## config.mk

```make
export PLATFORM = sky130hd
export DESIGN_NAME = seq_divider
export DESIGN_NICKNAME = d
export VERILOG_FILES = /design/src/rtl/seq_divider.sv
export SDC_FILE = /design/constraint.sdc
export NUM_CORES = 1
export LEC_CHECK = 0
export ABC_AREA = 0
export BUFFER_PORTS_ARGS = -buffer_cell sky130_fd_sc_hd__buf_2
export CAP_MARGIN = 20
export CORE_MARGIN = 4
export CORE_UTILIZATION = 30
export CTS_CLUSTER_DIAMETER = 50
export DETAILED_ROUTE_END_ITERATION = 10
export GPL_ROUTABILITY_DRIVEN = 0
export PLACE_DENSITY = 0.49
export SETUP_SLACK_MARGIN = 0.3
export SLEW_MARGIN = 10
export SYNTH_ARGS = -nofsm -noshare
export SYNTH_HDL_FRONTEND = slang
export SYNTH_SLANG_ARGS = --single-unit
```

## constraint.sdc

```tcl
create_clock -name clk -period 4.15 [get_ports clk]
set_clock_uncertainty 0.15 [all_clocks]
set_input_delay 0.415 -clock clk [delete_from_list [all_inputs] [get_ports clk]]
set_output_delay 0.415 -clock clk [all_outputs]
set_load 0.01 [all_outputs]
```

## src/rtl/seq_divider.sv

```systemverilog
// Iterative restoring divider: one quotient bit per clock.
// Unsigned DW-bit dividend by VW-bit divisor, start/busy/done handshake.
// Divide-by-zero completes in one cycle with an all-ones quotient and dbz set.
module seq_divider #(
    parameter int unsigned DW = 6,
    parameter int unsigned VW = 3
) (
    input  logic          clk,
    input  logic          rst,
    input  logic          start,
    input  logic [DW-1:0] dividend,
    input  logic [VW-1:0] divisor,
    output logic          busy,
    output logic          done,
    output logic [DW-1:0] quotient,
    output logic [VW-1:0] remainder,
    output logic          dbz
);

    localparam int unsigned CW = (DW > 2) ? $clog2(DW) : 1;
    localparam logic [CW-1:0] LastIter = CW'(DW - 1);

    typedef enum logic [1:0] {
        StIdle,
        StCalc,
        StDz
    } state_e;

    state_e        state_q, state_d;
    // D doubles as the quotient shift register: dividend bits leave at the top
    // while quotient bits enter at the bottom.
    logic [DW-1:0] d_q, d_d;
    logic [VW-1:0] v_q, v_d;
    logic [VW:0]   p_q, p_d;
    logic [CW-1:0] cnt_q, cnt_d;
    logic          busy_q, busy_d;
    logic          done_q, done_d;
    logic [DW-1:0] quotient_q, quotient_d;
    logic [VW-1:0] remainder_q, remainder_d;
    logic          dbz_q, dbz_d;

    // One restoring step; P is one bit wider than V so the compare never overflows.
    logic [VW:0]   p_shift;
    logic [VW:0]   v_ext;
    logic          q_bit;
    logic [VW:0]   p_next;
    logic [DW-1:0] d_next;

    // Datapath for a single iteration
    always_comb begin
        p_shift = {p_q[VW-1:0], d_q[DW-1]};
        v_ext   = {1'b0, v_q};
        q_bit   = (p_shift >= v_ext);
        p_next  = q_bit ? (p_shift - v_ext) : p_shift;
        d_next  = {d_q[DW-2:0], q_bit};
    end

    // Next-state and registered-output logic
    always_comb begin
        state_d     = state_q;
        d_d         = d_q;
        v_d         = v_q;
        p_d         = p_q;
        cnt_d       = cnt_q;
        busy_d      = busy_q;
        done_d      = 1'b0;
        quotient_d  = quotient_q;
        remainder_d = remainder_q;
        dbz_d       = dbz_q;

        case (state_q)
            StIdle: begin
                busy_d = 1'b0;
                if (start) begin
                    busy_d = 1'b1;
                    if (divisor != '0) begin
                        d_d     = dividend;
                        v_d     = divisor;
                        p_d     = '0;
                        cnt_d   = '0;
                        state_d = StCalc;
                    end else begin
                        state_d = StDz;
                    end
                end
            end
            StCalc: begin
                d_d   = d_next;
                p_d   = p_next;
                cnt_d = cnt_q + CW'(1);
                if (cnt_q == LastIter) begin
                    // Remainder < divisor, so the top bit of P is zero here.
                    quotient_d  = d_next;
                    remainder_d = p_next[VW-1:0];
                    dbz_d       = 1'b0;
                    done_d      = 1'b1;
                    busy_d      = 1'b0;
                    state_d     = StIdle;
                end
            end
            StDz: begin
                quotient_d  = '1;
                remainder_d = '0;
                dbz_d       = 1'b1;
                done_d      = 1'b1;
                busy_d      = 1'b0;
                state_d     = StIdle;
            end
            default: begin
                busy_d  = 1'b0;
                state_d = StIdle;
            end
        endcase
    end

    // State registers; reset abandons any operation in flight
    always_ff @(posedge clk or posedge rst) begin
        if (rst) begin
            state_q     <= StIdle;
            d_q         <= '0;
            v_q         <= '0;
            p_q         <= '0;
            cnt_q       <= '0;
            busy_q      <= 1'b0;
            done_q      <= 1'b0;
            quotient_q  <= '0;
            remainder_q <= '0;
            dbz_q       <= 1'b0;
        end else begin
            state_q     <= state_d;
            d_q         <= d_d;
            v_q         <= v_d;
            p_q         <= p_d;
            cnt_q       <= cnt_d;
            busy_q      <= busy_d;
            done_q      <= done_d;
            quotient_q  <= quotient_d;
            remainder_q <= remainder_d;
            dbz_q       <= dbz_d;
        end
    end

    assign busy      = busy_q;
    assign done      = done_q;
    assign quotient  = quotient_q;
    assign remainder = remainder_q;
    assign dbz       = dbz_q;

endmodule
```

==> results of run 1 <==
## synth_stat cells
library cell	n
o21ai_2	1
a21boi_0	2
o22ai_1	3
ha_1	8
buf_6	2
nor3_1	2
o31ai_1	1
dfrtp_1	29
inv_1	13
o22a_1	5
nand3_1	3
nor4_1	1
nand2b_1	2
nand2_1	16
mux2_2	2
o311ai_2	1
xor2_1	1
fa_1	1
a21oi_4	1
buf_4	1
o311a_1	1
a211oi_1	1
nor2_2	1
a32o_1	1
mux2i_1	7
o22ai_2	1
o2bb2ai_1	2
nor2_1	10
a32oi_1	1
o21ai_1	1
a21oi_1	5
clkbuf_1	1
buf_2	1
o21ai_4	1
a22o_1	1
o21ai_0	11
## worst max-delay path, cell delays in order, from the launching register on
cell,delay [ps]
dfrtp_1,370
inv_1,80
ha_1,140
inv_1,50
fa_1,390
a211oi_1,300
nand2_1,220
mux2i_1,200
a22o_1,260
## state kept, by name (all words and copies together) (netlist names)
signal,flops
p_q,3
cnt_q,3
d_q,6
remainder,3
busy,1
dbz,1
quotient,6
state_q,2
v_q,3
done,1
## layout make-up
| class | instances | share of cell area (%) |
|---|---|---|
| clock buffers | 7 | 5.430 |
| clock inverters | 1 | 0.2821 |
| inverters | 13 | 2.750 |
| multi-input cells | 94 | 37.87 |
| flip-flops and latches | 29 | 40.90 |
| well taps | 67 | 4.725 |
| repair buffers | 24 | 8.040 |
## metrics by stage
stage	area, sq um	total power, mW	utilization [%]	cells	hold slack [ps]
2_1_floorplan	1485	0.9098	-	141	298.5
3_3_place_gp	1645	1.050	34.61	226	314.0
3_5_place_dp	1673	1.058	35.18	227	319.3
4_1_cts	1774	1.321	37.32	235	74.14
5_1_grt	1774	1.424	37.32	235	89.26
6_report	1774	1.303	37.32	235	48.21
## logic make-up after synthesis
kind of cell	after synthesis	synth area share, %
XOR/XNOR	1	0.5898
AND/OR/NAND/NOR	35	9.942
buffers and inverters	18	5.897
AO/OA/AOI/OAI	40	20.39
flip-flops	29	48.86
adder cells (fa/ha/maj)	9	8.088
multiplexers	9	6.234
## where the power goes
| part | total [mW] | switching [mW] | internal, mW |
|---|---|---|---|
| Sequential | 0.458 | 0.0731 | 0.385 |
| Combinational | 0.589 | 0.356 | 0.233 |
| Clock | 0.256 | 0.106 | 0.150 |
| Total | 1.30 | 0.535 | 0.768 |
## routing by layer
layer | global-route usage [%] | vias to the layer above
met4 | 2.622 | 0
li1 | - | 549
met2 | 17.47 | 29
met1 | 16.56 | 518
met3 | 4.014 | 2
met5 | 0 | -
## worst min-delay path by stage
| stage | start | to | slack, ps |
|---|---|---|---|
| floorplan | d_q[5] | d_q[5] | 300 |
| global placement | busy | busy | 310 |
| detailed placement | remainder[2] | remainder[2] | 320 |
| CTS | rst | cnt_q[1] | 70 |
| global route | rst | d_q[2] | 90 |
| finish | rst | cnt_q[1] | 50 |
==> results.py, run 1 <==
metrics = {
    "drt": {
        "drt_wl_total_um": 3291,
        "ant_nets": 0,
        "vias_per_cell": 4.672,
        "drt_iter0_drc": 47,
        "first_pass_iters": 4,
        "vias": 1098,
        "drc": 0,
        "highest_layer": "met4",
        "wl_per_cell_um": 14.00,
        "wl_met2_um": 1379,
        "dr_wl_met3_um": 201,
        "drt-met1-wl_um": 1692,
    },
    "setup_path": {
        "start_kind": "flip-flop",
        "r2r_cells": 8,
        "regToRegStartpoint": "d_q[5]",
        "reg2reg_slack_ps": 1880,
        "worstSetupPathType": "flip-flop to flip-flop",
        "endpoint_kind": "flip-flop",
        "rr_endpoint": "remainder[0]",
        "crit_end": "remainder[0]",
        "startpoint": "d_q[5]",
        "crit_required_ps": 4160,
        "crit_fanout": 4,
        "worstPathArrival_ps": 2270,
    },
    "floorplanning": {
        "row_count": 25,
        "die_x_um": 78.36,
        "io_pins": 24,
        "core-area_sq_mm": 0.004755,
        "initial_core_util_pct": 31.24,
        "fp.dieH_um": 78.36,
        "die_area_sq_mm": 0.006140,
    },
    "cts": {
        "clk_pin_slew_ps": 60,
        "clock-sinks": 29,
        "ctsResizeCount": 0,
        "cts_hold_buf": 0,
        "cts_htree_levels": 2,
        "cts_setup_buffers": 0,
        "clk_path_buf_depth": 2,
        "tritoncts.num_buffers": 5,
        "tritoncts": "done",
        "clockRootBuffer": "clkbuf_8",
        "clk_latency_ps": 270,
    },
    "sta": {
        "setup-tns-final_ps": 0,
        "hold_viol_final": 0,
        "slew_viol_final": 0,
        "fin_crit_ps": 2266,
        "worst_pin_slew_ps": 603.3,
        "finalCritPeriodShare_pct": 54.60,
        "maxSlewHeadroom_pct": 59.78,
        "setup_ws_ps": 1884,
        "fmax_mhz": 441.3,
        "rsz0062_at_grt": "no",
        "setup_violations": 0,
    },
    "logic_synthesis": {
        "synth_nets": 162,
        "netlist_area_sq_mm": 0.001485,
        "synth_top_area_share_pct": 48.86,
        "yosysWarnings": 0,
        "synth.largest_area_cell": "dfrtp_1",
        "synth_cell_types": 36,
        "yosysSeqAreaShare_pct": 48.86,
        "avgSynthCellArea_sq_um": 10.53,
        "synthCells": 141,
        "synthTopCellsByArea": "dfrtp_1, ha_1, mux2i_1, nand2_1, o21ai_0",
        "synth_seq_cells": 29,
    },
    "cells_and_area": {
        "multiInputGateArea_sq_um": 671.9,
        "final_common_cell": "dfrtp_1",
        "drive_gt1_share_pct": 23.81,
        "mostFrequentLayoutCells": "dfrtp_1, buf_2, nand2_1",
        "final_nets": 188,
        "diodes": 0,
        "area_growth_pct": 19.46,
        "fill_cells": 503,
        "register_area_sq_um": 725.7,
    },
    "power": {
        "ir_drop_uv": 304.0,
        "powerDensity_mw_per_mm2": 734.6,
        "total_leakage_power_nw": 0.8010,
    },
    "global_route": {
        "antenna_found_initial": 0,
        "grt_start_max_net_pins": 18,
        "gr-usage-all-layers_pct": 11.77,
        "overflow": 0,
        "grt_first_pass_wirelength_um": 5644,
        "grt_pass1_vias": 1192,
    },
    "worst_hold_path": {
        "holdCritPathClass": "input pin to asynchronous set/reset pin",
    },
    "placement": {
        "port_buffers": 23,
        "dp_hpwl_um": 2553,
        "pre_cts_slack_ps": 1885,
    },
    "outcome": {
        "status": "completed",
    },
    "flow_run": {
        "cap_violations": 0,
    },
}
No activity file was read; power rests on OpenSTA's default activity.
==> inputs of run 2 (changes only) <==
Clock period 4.15 ns to 2.35 ns, I/O delays scaled along.
==> run 2 against run 1 <==
Against the previous run:
- die area is the same
- final area grew 5.4%
- largest cell class unchanged
- total power grew 97%
- final cell count grew 3.8%
- via count grew 4.5%
- sequential share of layout area shrank 2.1 points
- critical path type unchanged
- clock power grew 110%
- global-route usage grew 0.28 points
==> results.py, run 2 (synthesis results as in run 1) <==
metrics = {
    "drt": {
        "ant_nets": 0,
        "first_pass_iters": 5,
        "drt_wl_total_um": 3383,
        "drc": 0,
        "vias": 1147,
        "wl_per_cell_um": 13.86,
        "drt_iter0_drc": 42,
        "vias_per_cell": 4.701,
    },
    "setup_path": {
        "crit_path_frequent_cell": "inv_2",
        "cpMaxStageDelayCell": "dfrtp_1",
        "max_stage_delay_ps": 390,
        "path_cells": "inv_2 > ha_4 > inv_2 > fa_2 > a211oi_2 > nand2_2 > mux2i_2 > a32o_1",
        "crit_required_ps": 2370,
        "endpoint_kind": "flip-flop",
        "start_kind": "flip-flop",
        "worstSetupPathType": "flip-flop to flip-flop",
        "crit_fanout": 4,
        "worstPathArrival_ps": 2070,
    },
    "cells_and_area": {
        "final_nets": 197,
        "fill_cells": 489,
        "final_util_pct": 39.32,
        "area_growth_pct": 25.86,
        "mostFrequentLayoutCells": "dfrtp_1, buf_2, nand2_1",
        "drive_gt1_share_pct": 30.51,
        "fin_area_sq_mm": 0.001869,
        "diodes": 0,
        "final_common_cell": "dfrtp_1",
    },
    "cts": {
        "cts_htree_levels": 2,
        "clk_latency_ps": 280,
        "clk_pin_slew_ps": 70,
        "tritoncts.num_buffers": 5,
        "clk_path_buf_depth": 2,
        "clock-sinks": 29,
        "tritoncts": "done",
        "clockRootBuffer": "clkbuf_8",
    },
    "sta": {
        "slew_viol_final": 0,
        "hold_ws_ps": 66.31,
        "setup-tns-final_ps": 0,
        "finalCritPeriodShare_pct": 87.03,
        "setup_violations": 0,
        "hold_viol_final": 0,
        "fin_crit_ps": 2045,
        "maxSlewHeadroom_pct": 66.65,
        "rsz0062_at_grt": "yes",
        "worst_pin_slew_ps": 499.4,
        "fmax_mhz": 488.9,
    },
    "floorplanning": {
        "fp.dieH_um": 78.36,
        "die_area_sq_mm": 0.006140,
        "core-area_sq_mm": 0.004755,
        "row_count": 25,
        "io_pins": 24,
        "initial_core_util_pct": 31.24,
        "die_x_um": 78.36,
    },
    "global_route": {
        "grt_start_max_net_pins": 30,
        "overflow": 0,
        "gr-usage-all-layers_pct": 12.05,
        "grt_pass1_vias": 1216,
        "antenna_found_initial": 0,
        "grt_first_pass_wirelength_um": 5768,
    },
    "outcome": {
        "status": "completed",
    },
    "power": {
        "ir_drop_uv": 418.2,
        "powerDensity_mw_per_mm2": 1372,
        "total_leakage_power_nw": 0.8395,
    },
    "placement": {
        "postPlaceCellArea_sq_mm": 0.001695,
        "dp_hpwl_um": 2507,
        "port_buffers": 23,
    },
    "worst_hold_path": {
        "holdCritPathClass": "input pin to flip-flop",
    },
    "flow_run": {
        "cap_violations": 0,
    },
}
-- run 2: timing repair --
| item | CTS | global route |
|---|---|---|
| pin swaps | 2 | 2 |
| endpoints found under the setup margin | 6 | 8 |
| hold buffers | 1 | 0 |
| gates resized for setup | 3 | 5 |
| endpoints found under the hold margin | 29 | 0 |
| buffers inserted | 2 | 1 |
-- run 2: critical path: cells and delay by family (launching register included) --
kind	cells	cell delay (ps)
AOI/OAI and AO/OA	2	490
adders and majority gates	2	470
DFF	1	390
muxes	1	180
and+or+nand+nor	1	140
buffers and inverters	2	110
-- run 2: cell type report --
type | instances | area [sq um] | share of cell area (%)
sequential | 29 | 725.7 | 38.82
timing repair buffer | 33 | 196.4 | 10.51
multi-input combinational | 94 | 698.2 | 37.35
inverter | 13 | 48.80 | 2.610
clock buffer | 7 | 86.33 | 4.618
clock inverter | 1 | 30.03 | 1.606
tap | 67 | 83.83 | 4.485
-- run 2: per-stage QoR --
step	cells	total power [mW]	setup slack (ps)
detailed placement	232	1.914	194.6
CTS	243	2.523	293.0
floorplan	141	1.620	336.0
finish	244	2.565	304.8
global route	244	2.795	209.3
global placement	232	1.894	256.1
-- run 2: path summary, 6_finish.rpt --
| kind | cells after the start | end | slack (ps) | from |
|---|---|---|---|---|
| worst min-delay path | 3 | d_q[2] | 70 | dividend[2] |
| min in group asynchronous | 4 | p_q[0] | 420 | rst |
| max in group asynchronous | 4 | state_q[1] | 1340 | rst |
| worst max-delay path | 8 | p_q[0] | 300 | d_q[5] |
| worst min register to register | 2 | busy | 320 | busy |
| worst max register to register | 8 | p_q[0] | 300 | d_q[5] |
-- run 2: routing by layer --
| metal | global-route usage [%] | wire [um] | vias to the layer above |
|---|---|---|---|
| met4 | 4.371 | 39 | 0 |
| met2 | 17.72 | 1471 | 26 |
| met5 | 0 | 0 | - |
| met3 | 5.275 | 194 | 5 |
| li1 | - | - | 561 |
| met1 | 15.64 | 1678 | 555 |
-- run 2: power by group --
| part | internal (mW) | switching, mW |
|---|---|---|
| sequential | 0.681 | 0.133 |
| clock | 0.345 | 0.191 |
| combinational | 0.551 | 0.665 |
| total | 1.58 | 0.988 |
==> inputs of run 3 (changes only) <==
Settings changed: CORE_UTILIZATION 30 to 37, PLACE_DENSITY 0.49 to 0.57.
==> run 3 against run 2 <==
Against the previous run:
- final area is 1.1% lower
- non-clock buffer count increased by 3
- count of clock-buffer cells in the layout unchanged
- die area shrank 17%
- register-to-register slack lost 40 ps
- core utilization grew 9.7 points
- maximum frequency down 1.9%
- worst hold slack better by 3.2 ps
- critical path type unchanged
- critical endpoint unchanged
- highest routed layer unchanged
==> results.py, run 3 (synthesis results as in run 1) <==
metrics = {
    "setup_path": {
        "r2r_cells": 8,
        "regToRegStartpoint": "d_q[5]",
        "endpoint_kind": "flip-flop",
        "crit_fanout": 4,
        "rr_endpoint": "p_q[0]",
        "worstSetupPathType": "flip-flop to flip-flop",
        "start_kind": "flip-flop",
        "crit_required_ps": 2370,
        "worstPathArrival_ps": 2100,
        "reg2reg_slack_ps": 270,
    },
    "floorplanning": {
        "initial_core_util_pct": 39.38,
        "io_pins": 24,
        "die_area_sq_mm": 0.005092,
        "die_x_um": 71.36,
        "row_count": 22,
        "fp.dieH_um": 71.36,
        "core-area_sq_mm": 0.003771,
    },
    "power": {
        "ir_drop_uv": 575.1,
        "p_int_mw": 1.529,
        "powerDensity_mw_per_mm2": 1375,
        "total_leakage_power_nw": 0.8369,
        "p_sw_mw": 1.011,
        "clkPwrFrac_pct": 16.0,
        "pwr-share-seq_pct": 32.1,
        "combPwrFrac_pct": 51.8,
        "switching_share_pct": 39.81,
    },
    "cts": {
        "tritoncts": "done",
        "clock-sinks": 29,
        "clockRootBuffer": "clkbuf_8",
        "cts_htree_levels": 2,
        "clk_pin_slew_ps": 60,
        "tritoncts.num_buffers": 5,
        "clk_path_buf_depth": 2,
        "clk_latency_ps": 280,
    },
    "sta": {
        "setup_violations": 0,
        "fmax_mhz": 479.8,
        "hold_ws_ps": 69.51,
        "finalCritPeriodShare_pct": 88.68,
        "setup-tns-final_ps": 0,
        "fin_crit_ps": 2084,
        "rsz0062_at_grt": "yes",
        "hold_viol_final": 0,
        "worst_pin_slew_ps": 493.7,
        "slew_viol_final": 0,
        "maxSlewHeadroom_pct": 67.03,
    },
    "outcome": {
        "status": "completed",
    },
    "flow_run": {
        "cap_violations": 0,
    },
    "global_route": {
        "grt_first_pass_wirelength_um": 5658,
        "antenna_found_initial": 0,
        "grt_start_max_net_pins": 30,
        "grt_pass1_vias": 1200,
        "overflow": 0,
        "gr-usage-all-layers_pct": 14.22,
    },
    "cells_and_area": {
        "mostFrequentLayoutCells": "dfrtp_1, buf_2, nand2_1",
        "area_growth_pct": 24.43,
        "final_nets": 200,
        "final_common_cell": "dfrtp_1",
        "drive_gt1_share_pct": 32.40,
        "diodes": 0,
    },
    "worst_hold_path": {
        "min_path_cells": 3,
        "hp-start": "dividend[2]",
        "holdCritPathClass": "input pin to flip-flop",
        "holdPathEnd": "d_q[2]",
    },
    "drt": {
        "vias": 1130,
        "drc": 0,
        "wl_per_cell_um": 14.18,
        "drt_iter0_drc": 41,
        "ant_nets": 0,
        "drt_wl_total_um": 3219,
        "vias_per_cell": 4.978,
        "first_pass_iters": 4,
    },
    "placement": {
        "dp_hpwl_um": 2399,
        "port_buffers": 23,
    },
}
run 3: what timing repair did:
item / in CTS / in global routing
pin swaps: 7 / 5
setup buffers: 4 / 1
gates resized for setup: 9 / 3
endpoints found under the setup margin: 6 / 13
hold endpoints to repair: 29 / 0
hold buffers: 1 / 0
run 3: worst max path at each step:
stage / from / slack, ps / endpoint / depth (start not counted)
final: d_q[5] / 270 / p_q[0] / 8
after global routing: d_q[5] / 210 / p_q[0] / 8
after global placement: d_q[5] / 280 / p_q[0] / 8
after CTS: d_q[5] / 200 / p_q[0] / 8
after floorplan: d_q[5] / 340 / p_q[0] / 8
after detailed placement: d_q[5] / 90 / p_q[0] / 8
run 3: routing by layer:
layer	part of all wire, %	GRT usage [%]	vias up
met1	46	18.62	538
met2	47	22.04	25
met4	1.6	5.637	0
met5	0	0	-
met3	4.9	4.208	6
li1	-	-	561
run 3: area by class of cell:
type                            count  area [sq um]
Fill cell                         352          1923
Clock buffer                        7         86.33
Timing Repair Buffer               36         215.2
Tap cell                           48         60.06
Sequential cell                    29         725.7
Inverter                           13         48.80
Multi-Input combinational cell     94         711.9
run 3: through the flow:
step	power [mW]	cell area [sq um]	util, %	cells	setup WS [ps]
floorplan	1.620	1490	-	141	336.0
global placement	1.890	1679	44.53	214	276.8
detailed placement	1.937	1679	44.53	214	92.61
CTS	2.504	1827	48.44	226	195.8
global route	2.750	1848	49.00	227	205.8
finish	2.541	1848	49.00	227	266.0
run 3: power by group through the flow:
stage | Clock [mW] | Combinational [mW] | Sequential [mW]
6_report | 0.407 | 1.32 | 0.817
5_1_grt | 0.451 | 1.45 | 0.847
4_1_cts | 0.420 | 1.27 | 0.816
3_5_place_dp | 0 | 1.12 | 0.818
3_3_place_gp | 0 | 1.08 | 0.812
2_1_floorplan | 0 | 0.803 | 0.817
run 3: worst max-delay path, stage by stage (launching register included):
cell and delay [ps]:
dfrtp_1 390, inv_2 80, ha_4 120, inv_2 30, fa_2 360, a211oi_4 260
nand2_2 160, mux2i_2 190, a32o_1 230
